**config.mk**
```make
export PLATFORM = sky130hd
export DESIGN_NAME = mem_access_unit
export DESIGN_NICKNAME = d
export VERILOG_FILES = /design/src/rtl/mem_access_pkg.sv /design/src/rtl/mem_timeout_ctr.sv /design/src/rtl/mem_access_unit.sv
export SDC_FILE = /design/constraint.sdc
export NUM_CORES = 1
export LEC_CHECK = 0
export CELL_PAD_IN_SITES_DETAIL_PLACEMENT = 0
export CELL_PAD_IN_SITES_GLOBAL_PLACEMENT = 2
export CORE_MARGIN = 3
export CORE_UTILIZATION = 27
export DETAILED_ROUTE_END_ITERATION = 8
export GPL_TIMING_DRIVEN = 0
export PLACE_DENSITY_LB_ADDON = 0.1
export SLEW_MARGIN = 20
export SYNTH_ARGS = -nofsm -noshare
export SYNTH_HDL_FRONTEND = slang
export SYNTH_SLANG_ARGS = --single-unit
```
**constraint.sdc**
```tcl
create_clock -name clk -period 1.8 [get_ports clk]
set_input_delay 0.45 -clock clk [delete_from_list [all_inputs] [get_ports clk]]
set_output_delay 0.45 -clock clk [all_outputs]
set_load 0.05 [all_outputs]
```
**src/rtl/mem_access_pkg.sv**
```systemverilog
// Shared types and constants for the memory-access unit that replaces the
// fixed MAR/MDR pair and the direct RAM hookup.
package mem_access_pkg;

    typedef enum logic [1:0] {
        IDLE     = 2'd0,
        ACCESS   = 2'd1,
        COMPLETE = 2'd2
    } mau_state_t;

    localparam logic MAU_RD = 1'b0;
    localparam logic MAU_WR = 1'b1;

endpackage

```
**src/rtl/mem_timeout_ctr.sv**
```systemverilog
// Counts ACCESS cycles without an acknowledge and flags the last allowed one.
// A TIMEOUT of 0 removes the counter so the unit can wait forever.
module mem_timeout_ctr #(
    parameter int TIMEOUT = 15
) (
    input  logic clk,
    input  logic clr,
    input  logic clr_cnt,
    input  logic en,
    output logic expired
);

    localparam int CNT_W = (TIMEOUT > 0) ? (($clog2(TIMEOUT + 1) > 0) ? $clog2(TIMEOUT + 1) : 1) : 1;

    generate
        if (TIMEOUT == 0) begin : g_off
            assign expired = 1'b0;
        end else begin : g_on
            localparam logic [CNT_W-1:0] LAST = CNT_W'(TIMEOUT - 1);

            logic [CNT_W-1:0] cnt;

            always_ff @(posedge clk or negedge clr) begin
                if (!clr) begin
                    cnt <= '0;
                end else if (clr_cnt) begin
                    cnt <= '0;
                end else if (en) begin
                    cnt <= cnt + 1'b1;
                end
            end

            // The current cycle is the last one allowed without an ack.
            assign expired = (cnt == LAST);
        end
    endgenerate

endmodule

```
**src/rtl/mem_access_unit.sv**
```systemverilog
// MAR/MDR pair plus a req/ack memory handshake with a timeout. The control
// unit pulses rd_start or wr_start and waits for done.
module mem_access_unit
    import mem_access_pkg::*;
#(
    parameter int DATA_W  = 32,
    parameter int ADDR_W  = 9,
    parameter int TIMEOUT = 15
) (
    input  logic              clk,
    input  logic              clr,
    input  logic [DATA_W-1:0] bus_in,
    input  logic              mar_in,
    input  logic              mdr_in,
    input  logic              rd_start,
    input  logic              wr_start,
    output logic [ADDR_W-1:0] mar_q,
    output logic [DATA_W-1:0] mdr_q,
    output logic              busy,
    output logic              done,
    output logic              err,
    output logic              mem_req,
    output logic              mem_we,
    output logic [ADDR_W-1:0] mem_addr,
    output logic [DATA_W-1:0] mem_wdata,
    input  logic [DATA_W-1:0] mem_rdata,
    input  logic              mem_ack
);

    mau_state_t        state;
    mau_state_t        state_nxt;
    logic [ADDR_W-1:0] mar_nxt;
    logic [DATA_W-1:0] mdr_nxt;
    logic              we_nxt;
    logic [ADDR_W-1:0] addr_nxt;
    logic [DATA_W-1:0] wdata_nxt;
    logic              err_nxt;
    logic              cnt_clr;
    logic              cnt_en;
    logic              expired;

    mem_timeout_ctr #(
        .TIMEOUT(TIMEOUT)
    ) u_timeout (
        .clk    (clk),
        .clr    (clr),
        .clr_cnt(cnt_clr),
        .en     (cnt_en),
        .expired(expired)
    );

    always_ff @(posedge clk or negedge clr) begin
        if (!clr) begin
            state <= IDLE;
        end else begin
            state <= state_nxt;
        end
    end

    always_comb begin
        state_nxt = state;
        mar_nxt   = mar_q;
        mdr_nxt   = mdr_q;
        we_nxt    = mem_we;
        addr_nxt  = mem_addr;
        wdata_nxt = mem_wdata;
        err_nxt   = err;
        cnt_clr   = 1'b0;
        cnt_en    = 1'b0;
        case (state)
            IDLE: begin
                if (mar_in) begin
                    mar_nxt = bus_in[ADDR_W-1:0];
                end
                if (mdr_in) begin
                    mdr_nxt = bus_in;
                end
                // The memory side sees the freshly loaded MAR/MDR, so a
                // load and a start in the same cycle act as one step.
                if (rd_start ^ wr_start) begin
                    we_nxt    = wr_start ? MAU_WR : MAU_RD;
                    addr_nxt  = mar_nxt;
                    wdata_nxt = mdr_nxt;
                    err_nxt   = 1'b0;
                    cnt_clr   = 1'b1;
                    state_nxt = ACCESS;
                end else if (rd_start && wr_start) begin
                    err_nxt = 1'b1;
                end
            end
            ACCESS: begin
                if (mem_ack) begin
                    if (mem_we == MAU_RD) begin
                        mdr_nxt = mem_rdata;
                    end
                    state_nxt = COMPLETE;
                end else begin
                    cnt_en = 1'b1;
                    if (expired) begin
                        err_nxt   = 1'b1;
                        state_nxt = COMPLETE;
                    end
                end
            end
            COMPLETE: begin
                state_nxt = IDLE;
            end
            default: begin
                state_nxt = IDLE;
            end
        endcase
    end

    always_ff @(posedge clk or negedge clr) begin
        if (!clr) begin
            mar_q     <= '0;
            mdr_q     <= '0;
            mem_we    <= 1'b0;
            mem_addr  <= '0;
            mem_wdata <= '0;
            err       <= 1'b0;
        end else begin
            mar_q     <= mar_nxt;
            mdr_q     <= mdr_nxt;
            mem_we    <= we_nxt;
            mem_addr  <= addr_nxt;
            mem_wdata <= wdata_nxt;
            err       <= err_nxt;
        end
    end

    assign busy    = (state != IDLE);
    assign done    = (state == COMPLETE);
    assign mem_req = (state == ACCESS);

endmodule

```
==> metrics <==
ys async rst share=100%; Initial DRT Pass Iterations=5; cell chain of the critical path=buf_6 > or2_4 > buf_12 > buf_12 > buf_12; Worst-Margin Slew=0.586 ns; clk sinks=90; Seq/Total Area, Yosys=54.4%; Routed Antenna Nets=0; drt drc=0; Post-synth EDFFs=0; Post-DP HPWL=between 9000 and 10,000 um; hold buffers post-CTS=0; relative slew slack=approximately three fifths; Placed Area=5960 um2; failing checks=setup timing; Total Power=0.0140 W; share of the synthesized area in the top cell type=a little over half; RD Place Congestion=roughly 0.74; dominant synthesized flop cell=dfrtp_1; Hold Crit Class=input pin to async pin; total negative slack=-0.490 ns; Crit path arrival time=about 1.5 ns; min cycle time layout=about 2.0 ns; Nets=about 630; GRT overflow=0; DR iter-0 viols=between 150 and 200; number of global-route vias before repair=about 3,800; Die Area=about 17,000 um2; worst skew pair latency=0.35 ns; share of cells above drive strength 1=between 15 and 20%; Cell variety after synth=34; die span in x=~130 um; PD cells=around 2100 nW/um2; YS warnings=0; most area-hungry cell type in the Yosys netlist=dfrtp_1; clk slew on worst S/H paths=~0.06 ns; PnR worst setup slack=-0.193 ns; Max Slew Vio Count=0; CTS root buffer=clkbuf_16; CP peak stage delay=0.40 ns; syn_nets=between 400 and 500; Synth Instances=373; pin count of the biggest net entering global routing=53; Initial Util=between 20% and 30%; Worst setup SP type=register; first-pass GRT wire length=approximately 22,000 um; max-cap violations=0; Setup violations, final=3; clk buf depth=2; most frequent cell after synthesis=dfrtp_1; Row Count=44; crit-path most repeated cell=buf_12; Die Y-Extent=around 130 um; CP top delay family=buffers and inverters; top cells by count, synth=90 x dfrtp_1, 67 x nor2_1, 58 x mux2i_1; CP Capture Type=output port; Tot GR Track Use=about 17%; Vias/cell=approximately 4.9; Final Hold Fails=0; register bit total from synthesis=90; wire length per cell after detailed routing=between 15 and 20 um; crit share post-route=111%; I/O Buffers=roughly 160; CORE AREA=between 10,000 and 15,000 um2; worst-path fanout max=10; Hold WS=between 0.015 and 0.02 ns; Final Skew=0.00437 ns; Mapped Area=4140 um2; syn avg cell area=around 11 um2; TritonCTS buffer count=9; H-tree depth=3; R2R Setup Slk=0.03 ns; final cell area excluding filler cells=approximately 6600 um2; Synth area leaders=dfrtp_1 54%, mux2i_1 14%, nor2_1 6.1%; area delta synth->final=58.3%; # IOs=~160; initial antenna violation count=0; FMAX=502 MHz; outcome=finished with violations; VDD IR max=about 1 mV; CTS tree=built; Crit path required time=1.35 ns; total number of vias=3,634; CP max stage cell=dfrtp_1; RSZ-0062 raised after global routing=yes; worst setup path category=register to output port; WL final=around 14,000 um; reported leakage power=slightly below 3 nW; Buf/Inv on CP=4; n_diodes=0; DP Worst Slack=-0.949 ns
worst register-to-register path, stage by stage, from the launching register on:
cell     delay, ns
dfrtp_1       0.40
buf_6         0.13
or2_4         0.25
nor2_2        0.46
mux2_2        0.41
routing by layer:
metal	global-route usage (%)	wire length (um)	share of wire, %
met1	23.1	6690	47
met3	6.02	962	6.7
met2	26.3	6450	45
met5	0	0	0
met4	3.67	161	1.1
sequential cells by signal, indices dropped and copies added (netlist names):
signal              count
mar_q                   9
mem_we                  1
err                     1
u_timeout.g_on.cnt      4
state                   2
mem_addr                9
mem_wdata              32
mdr_q                  32
through the flow:
| step | cells | utilization (%) |
|---|---|---|
| 5_1_grt | 742 | 44.4 |
| 2_1_floorplan | 373 | - |
| 4_1_cts | 733 | 42.9 |
| 3_5_place_dp | 714 | 40.4 |
| 3_3_place_gp | 713 | 40.2 |
| 6_report | 742 | 44.4 |
where the power goes:
part           internal (W)  switching [W]
Sequential          0.00301       0.000672
Clock               0.00113       0.000795
Combinational       0.00276        0.00562
layout make-up:
class	instances	area [um2]
plain buffers	27	304
repair buffers	172	1660
multi-input cells	250	1790
well taps	184	230
flip-flops and latches	90	2250
fillers	1480	8200
inverters	5	18.8
clock inverters	3	40.0
clock buffers	11	253
worst paths after layout:
kind                                                   startpoint                                end  depth (start not counted)
worst max-delay path                         state[0]$_DFFE_PN0P_                               busy                          5
worst min-delay path                                          clr                    err$_DFFE_PN0P_                          1
worst max register to register               state[0]$_DFFE_PN0P_               mar_q[2]$_DFFE_PN0N_                          4
worst min register to register  u_timeout.g_on.cnt[3]$_DFFE_PN0P_  u_timeout.g_on.cnt[3]$_DFFE_PN0P_                          1
max in group asynchronous                                     clr               mdr_q[5]$_DFFE_PN0P_                          2
min in group clk                                         wr_start                 mem_we$_DFFE_PN0P_                          2
cells by family after synthesis:
logic type | after synthesis | synth area share (%)
muxes | 68 | 16.8
DFF | 90 | 54.4
AOI/OAI and AO/OA | 79 | 12.6
buffers and inverters | 33 | 3.66
xor gates and xnor gates | 1 | 0.212
adders and majority gates | 3 | 0.908
and+or+nand+nor | 99 | 11.4
repair_timing:
item,4_1_cts,5_1_grt
endpoints found under the setup margin,166,76
buffers inserted,5,7
hold endpoints to repair,0,0
cloned,0,3
gates resized for setup,154,33
pin swaps,1,0
cells in the final DEF, fill, tap and decap left out, drive strengths merged, types with 3 or more instances in the layout:
master and instances:
mux2i 58, nor2b 3, a221o 21, dlygate4sd2 84
nand2b 7, clkbuf 18, clkdlybuf4s50 65, buf 40
or4bb 4, o21ai 3, dfrtp 90, inv 5
a21oi 43, nor2 68, o22ai 4, a31oi 4
ha 3, mux2 10, nand2 5
Note: power is estimated with default switching activity, not from simulation.
==> RTL edit 1 (same settings) <==
Set the parameter `DATA_W` to 16 (it was 32).
--- a/src/rtl/mem_access_unit.sv
+++ b/src/rtl/mem_access_unit.sv
@@ -5,3 +5,3 @@
 #(
-    parameter int DATA_W  = 32,
+    parameter int DATA_W  = 16,
     parameter int ADDR_W  = 9,
Interface: changed (resized bus_in, mdr_q, mem_rdata and mem_wdata); port bits go from 158 to 94. No check against the original RTL was run, so the function may have changed too.
==> RTL edit 1 against the unedited design <==
- sequential share of layout area increased by 2.9 points
- final cell count decreased by 38%
- synthesized cell count decreased by 40%
- power decreased by 41%
- worst setup slack improved by 0.24 ns
- die area decreased by 36%
- wire length decreased by 46%
- sequential cell count decreased by 32
- area after synthesis decreased by 38%
- final area decreased by 40%
- count of clock-buffer cells in the layout unchanged
- core utilization decreased by 0.96 points
==> RTL edit 1: results (changes against the unedited design) <==
| Stage | Result | Reported | vs unedited |
| --- | --- | --- | --- |
| global route | Pin count of the biggest net entering global routing | 38 | -28% |
| global route | Met1 GRT Util | 21.33% | -1.8 points |
| critical path | Critical-path maximum fanout | 6 | -4 |
| clocking | Clk sinks | 58 | -36% |
| place | Routability cong. | 0.7650 | +4.0% |
| finish | Sequential share of cell area | 37.26% | +2.9 points |
| yosys | Biggest area contributors in the synthesized netlist | sky130_fd_sc_hd__dfrtp_1 (57%), sky130_fd_sc_hd__mux2i_1 (9.8%), sky130_fd_sc_hd__a221o_1 (6.2%), sky130_fd_sc_hd__o21ai_0 (5.9%), sky130_fd_sc_hd__mux2_2 (4.0%) |  |
| global route | Vias in the first global route | 2185 | -43% |
| power and ir drop | Leakage power total | 1.882 nW | -37% |
| critical path | FF-to-FF Start | state[1] |  |
| timing | Clock tree skew after final layout | 0.007800 ns | +0.003426 ns |
| timing | Worst slew slack as a fraction of its limit | 64.33% | +3.4 points |
| finish | Area taken by multi-input logic gates | 0.001033 sq mm | -42% |
| place | Half-perimeter wire length of the detailed placement result | 5.501 mm | -44% |
| yosys | Mapped Cells | 224 | -40% |
| critical path | Flop2flop setup slack | 0.09 ns | +0.06 ns |
| drt | Via-per-instance ratio | 4.545 | -7.2% |
| timing | Final-layout setup total negative slack | 0 ns | +0.4901 ns |
| place | Post-place setup slack | -0.6503 ns | +0.2984 ns |
| place | Number of I/O port buffers | 91 | -42% |
| power and ir drop | Highest ir drop seen on vdd | 0.6978 mV | -28% |
| timing | Post-Route Hold Slack | 0.006468 ns | -0.009011 ns |
| outcome | Status | finished clean |  |
| place | Placed inst area | 0.003657 sq mm | -39% |
| place | Placed cell count | 442 | -38% |
| power and ir drop | Switch share | 50.04% | -0.65 points |
| global route | Met3 demand-to-capacity share in global routing | 4.695% | -1.3 points |
| finish | Final Instance Count excl. Fillers | 462 | -38% |
| yosys | Register area share after synthesis | 56.59% | +2.1 points |
| finish | Fill cell instance count of the final layout | 932 | -37% |
| finish | Share of cells above drive strength 1 | 16.07% | +0.66 points |
| finish | Clk cell area share | 5.392% | +0.92 points |
| timing | Part of the cycle the worst path needs | 97.19% | -14 points |
| drt | DRT iter0 DRCs | 100 | -43% |
| critical path | Largest delay share family, worst path | flip-flops |  |
==> RTL edit 1: changes by cell type in the layout (fill, tap and decap cells not counted), sizes merged, moves of 4 or more <==
cell	before	now
dlygate4sd2	84	53
o22ai	4	0
or4bb	4	0
clkdlybuf4s50	65	33
mux2i	58	25
dfrtp	90	58
a21oi	43	1
nor2	68	17
nand2	5	26
a31oi	4	0
a221o	21	16
nand2b	7	1
o21ai	3	30
buf	40	17
==> RTL edit 1: repair_timing <==
item	in CTS	in global routing
gates cloned	1	0
pin swaps	0	1
hold endpoints to repair	0	0
resized for setup	84	8
buffers inserted	3	2
setup endpoints to repair	86	14
==> RTL edit 1: per-layer routing <==
| layer | up-vias | part of all wire (%) | wire length, microns |
|---|---|---|---|
| met3 | 7 | 5.2 | 397 |
| met2 | 53 | 47 | 3568 |
| met5 | - | 0 | 0 |
| li1 | 1014 | - | - |
| met4 | 0 | 1.1 | 86 |
| met1 | 1026 | 47 | 3603 |
==> RTL edit 1: power by group through the flow <==
stage / Clock [mW] / Combinational, mW / Sequential [mW]
finish: 1.30 / 4.60 / 2.29
detailed placement: 0 / 4.86 / 2.35
floorplan: 0 / 1.22 / 4.25
global route: 1.41 / 4.92 / 2.39
global placement: 0 / 4.84 / 2.34
CTS: 1.35 / 4.64 / 2.30
==> RTL edit 1: worst min-delay path by stage <==
stage,startpoint,endpoint,cells past startpoint
final,clr,mem_wdata[11],1
after global routing,clr,mem_wdata[11],1
after CTS,clr,u_timeout.g_on.cnt[2],1
after detailed placement,clr,mem_wdata[11],1
after global placement,mem_addr[3],mem_addr[3],2
after floorplan,clr,err,0
==> RTL edit 1: kinds of logic after synthesis <==
family          share of synthesized area, %
compound gates                         14.10
fa+ha+maj                              1.464
buf+inv                                4.048
flops                                  56.59
mux                                    13.71
simple gates                           10.10
==> RTL edit 2 (config.mk and constraints unchanged) <==
Made on the original files. `mem_wdata` no longer has a reset.
--- a/src/rtl/mem_access_unit.sv
+++ b/src/rtl/mem_access_unit.sv
@@ -119,3 +119,2 @@
             mem_addr  <= '0;
-            mem_wdata <= '0;
             err       <= 1'b0;
@@ -126,5 +125,8 @@
             mem_addr  <= addr_nxt;
-            mem_wdata <= wdata_nxt;
             err       <= err_nxt;
         end
+    end
+
+    always_ff @(posedge clk) begin
+        mem_wdata <= wdata_nxt;
     end
Behaviour: not the same (a bounded check fails within 4 cycles, from zero or initial values; the reset may be asserted at any time).
==> RTL edit 2 against the unedited design <==
- highest routed layer unchanged
- area after synthesis fell by 1.5%
- wire length fell by 13%
- count of clock-buffer cells in the layout is 5 higher
- largest cell class unchanged
- final area down 3.6%
- clock power decreased by 10%
- sequential cell count unchanged
- power shrank 14%
- worst setup slack improved by 0.24 ns
- critical path type unchanged
==> RTL edit 2: results (changes against the unedited design) <==
| Stage | Result | Reported | vs unedited |
| --- | --- | --- | --- |
| drt | Total vias in the final route | 3043 | -16% |
| timing | Slew at the pin with the worst max-slew slack | 0.5478 ns | -0.03803 ns |
| yosys | Post-synthesis compound-gate area fraction | 12.28% | -0.31 points |
| yosys | Average footprint of a synthesized cell | 14.25 sq um | +29% |
| finish | Non-clock buffers | 188 | -5.5% |
| global route | Met3 demand-to-capacity share in global routing | 3.238% | -2.8 points |
| critical path | Timing endpoint of the critical path | mem_req |  |
| critical path | Number of cells on the worst reg-to-reg path | 6 | +2 |
| critical path | Critical R2R Capture | mdr_q[24] |  |
| power and ir drop | Highest ir drop seen on vdd | 0.9817 mV | +0.71% |
| outcome | Status | finished clean |  |
| place | Routability cong. | 0.6951 | -5.5% |
| timing | Final setup slack of the worst path | 0.05193 ns | +0.2449 ns |
| critical path | Largest delay share family, worst path | flip-flops |  |
| timing | Clock tree skew after final layout | 0.006662 ns | +0.002288 ns |
| finish | Final-layout clock buffer total | 16 | +5 |
| yosys | Distinct cell type count after synthesis | 39 | +15% |
| critical path | Critical-path maximum fanout | 8 | -2 |
| critical path | Flop2flop setup slack | 0.12 ns | +0.09 ns |
| finish | Non-clock buffer area fraction after layout | 29.18% | -0.87 points |
| place | Placed inst area | 0.005883 sq mm | -1.3% |
| finish | Clk cell area share | 4.143% | -0.33 points |
| global route | GRT Resource Usage Total | 15.24% | -1.7 points |
| place | Half-perimeter wire length of the detailed placement result | 8.466 mm | -13% |
| finish | Fill cell instance count of the final layout | 1438 | -2.8% |
| drt | Total met3 wirelength after detailed routing | 720 microns | -25% |
| global route | First-pass GRT wire length | 19.03 mm | -12% |
| global route | Pin count of the biggest net entering global routing | 38 | -28% |
| global route | GR met2 Demand/Resource | 23.54% | -2.8 points |
| drt | Met2 wire length | 5.808 mm | -9.9% |
| timing | Post-Route Hold Slack | 0.009900 ns | -0.005579 ns |
| critical path | Data arrival at the endpoint of the critical path | 1.30 ns | -0.24 ns |
| drt | Number of iterations in the first detailed-routing pass | 6 | +1 |
| finish | Share of cells above drive strength 1 | 23.31% | +7.9 points |
| yosys | Register area share after synthesis | 59.18% | +4.7 points |
==> RTL edit 2: changes by cell type after synthesis, sizes merged, moves of 6 or more <==
| cell | delta |
|---|---|
| mux2i | -47 |
| mux2 | +32 |
| edfxtp | +32 |
| a221o | -21 |
| dfrtp | -32 |
| o22ai | +10 |
| or2b | +7 |
| a21oi | -26 |
| buf | -6 |
| nand2b | +13 |
| nor2 | -54 |
| o221a | +25 |
==> RTL edit 2: where the power goes <==
part | internal [mW] | switching, mW
clock | 0.979 | 0.746
sequential | 3.04 | 0.517
combinational | 2.32 | 4.43
==> RTL edit 2: cells by family after synthesis <==
family	count (synthesis)
and+or+nand+nor	55
DFF	90
buffers and inverters	24
xor gates and xnor gates	2
muxes	53
AOI/OAI and AO/OA	59
adders and majority gates	3
==> RTL edit 2: repair_timing <==
item | 4_1_cts | 5_1_grt
gates cloned | 3 | 0
endpoints found under the setup margin | 148 | 62
resized for setup | 113 | 17
buffers inserted | 8 | 4
hold buffers | 0 | 0
pin swaps | 2 | 1
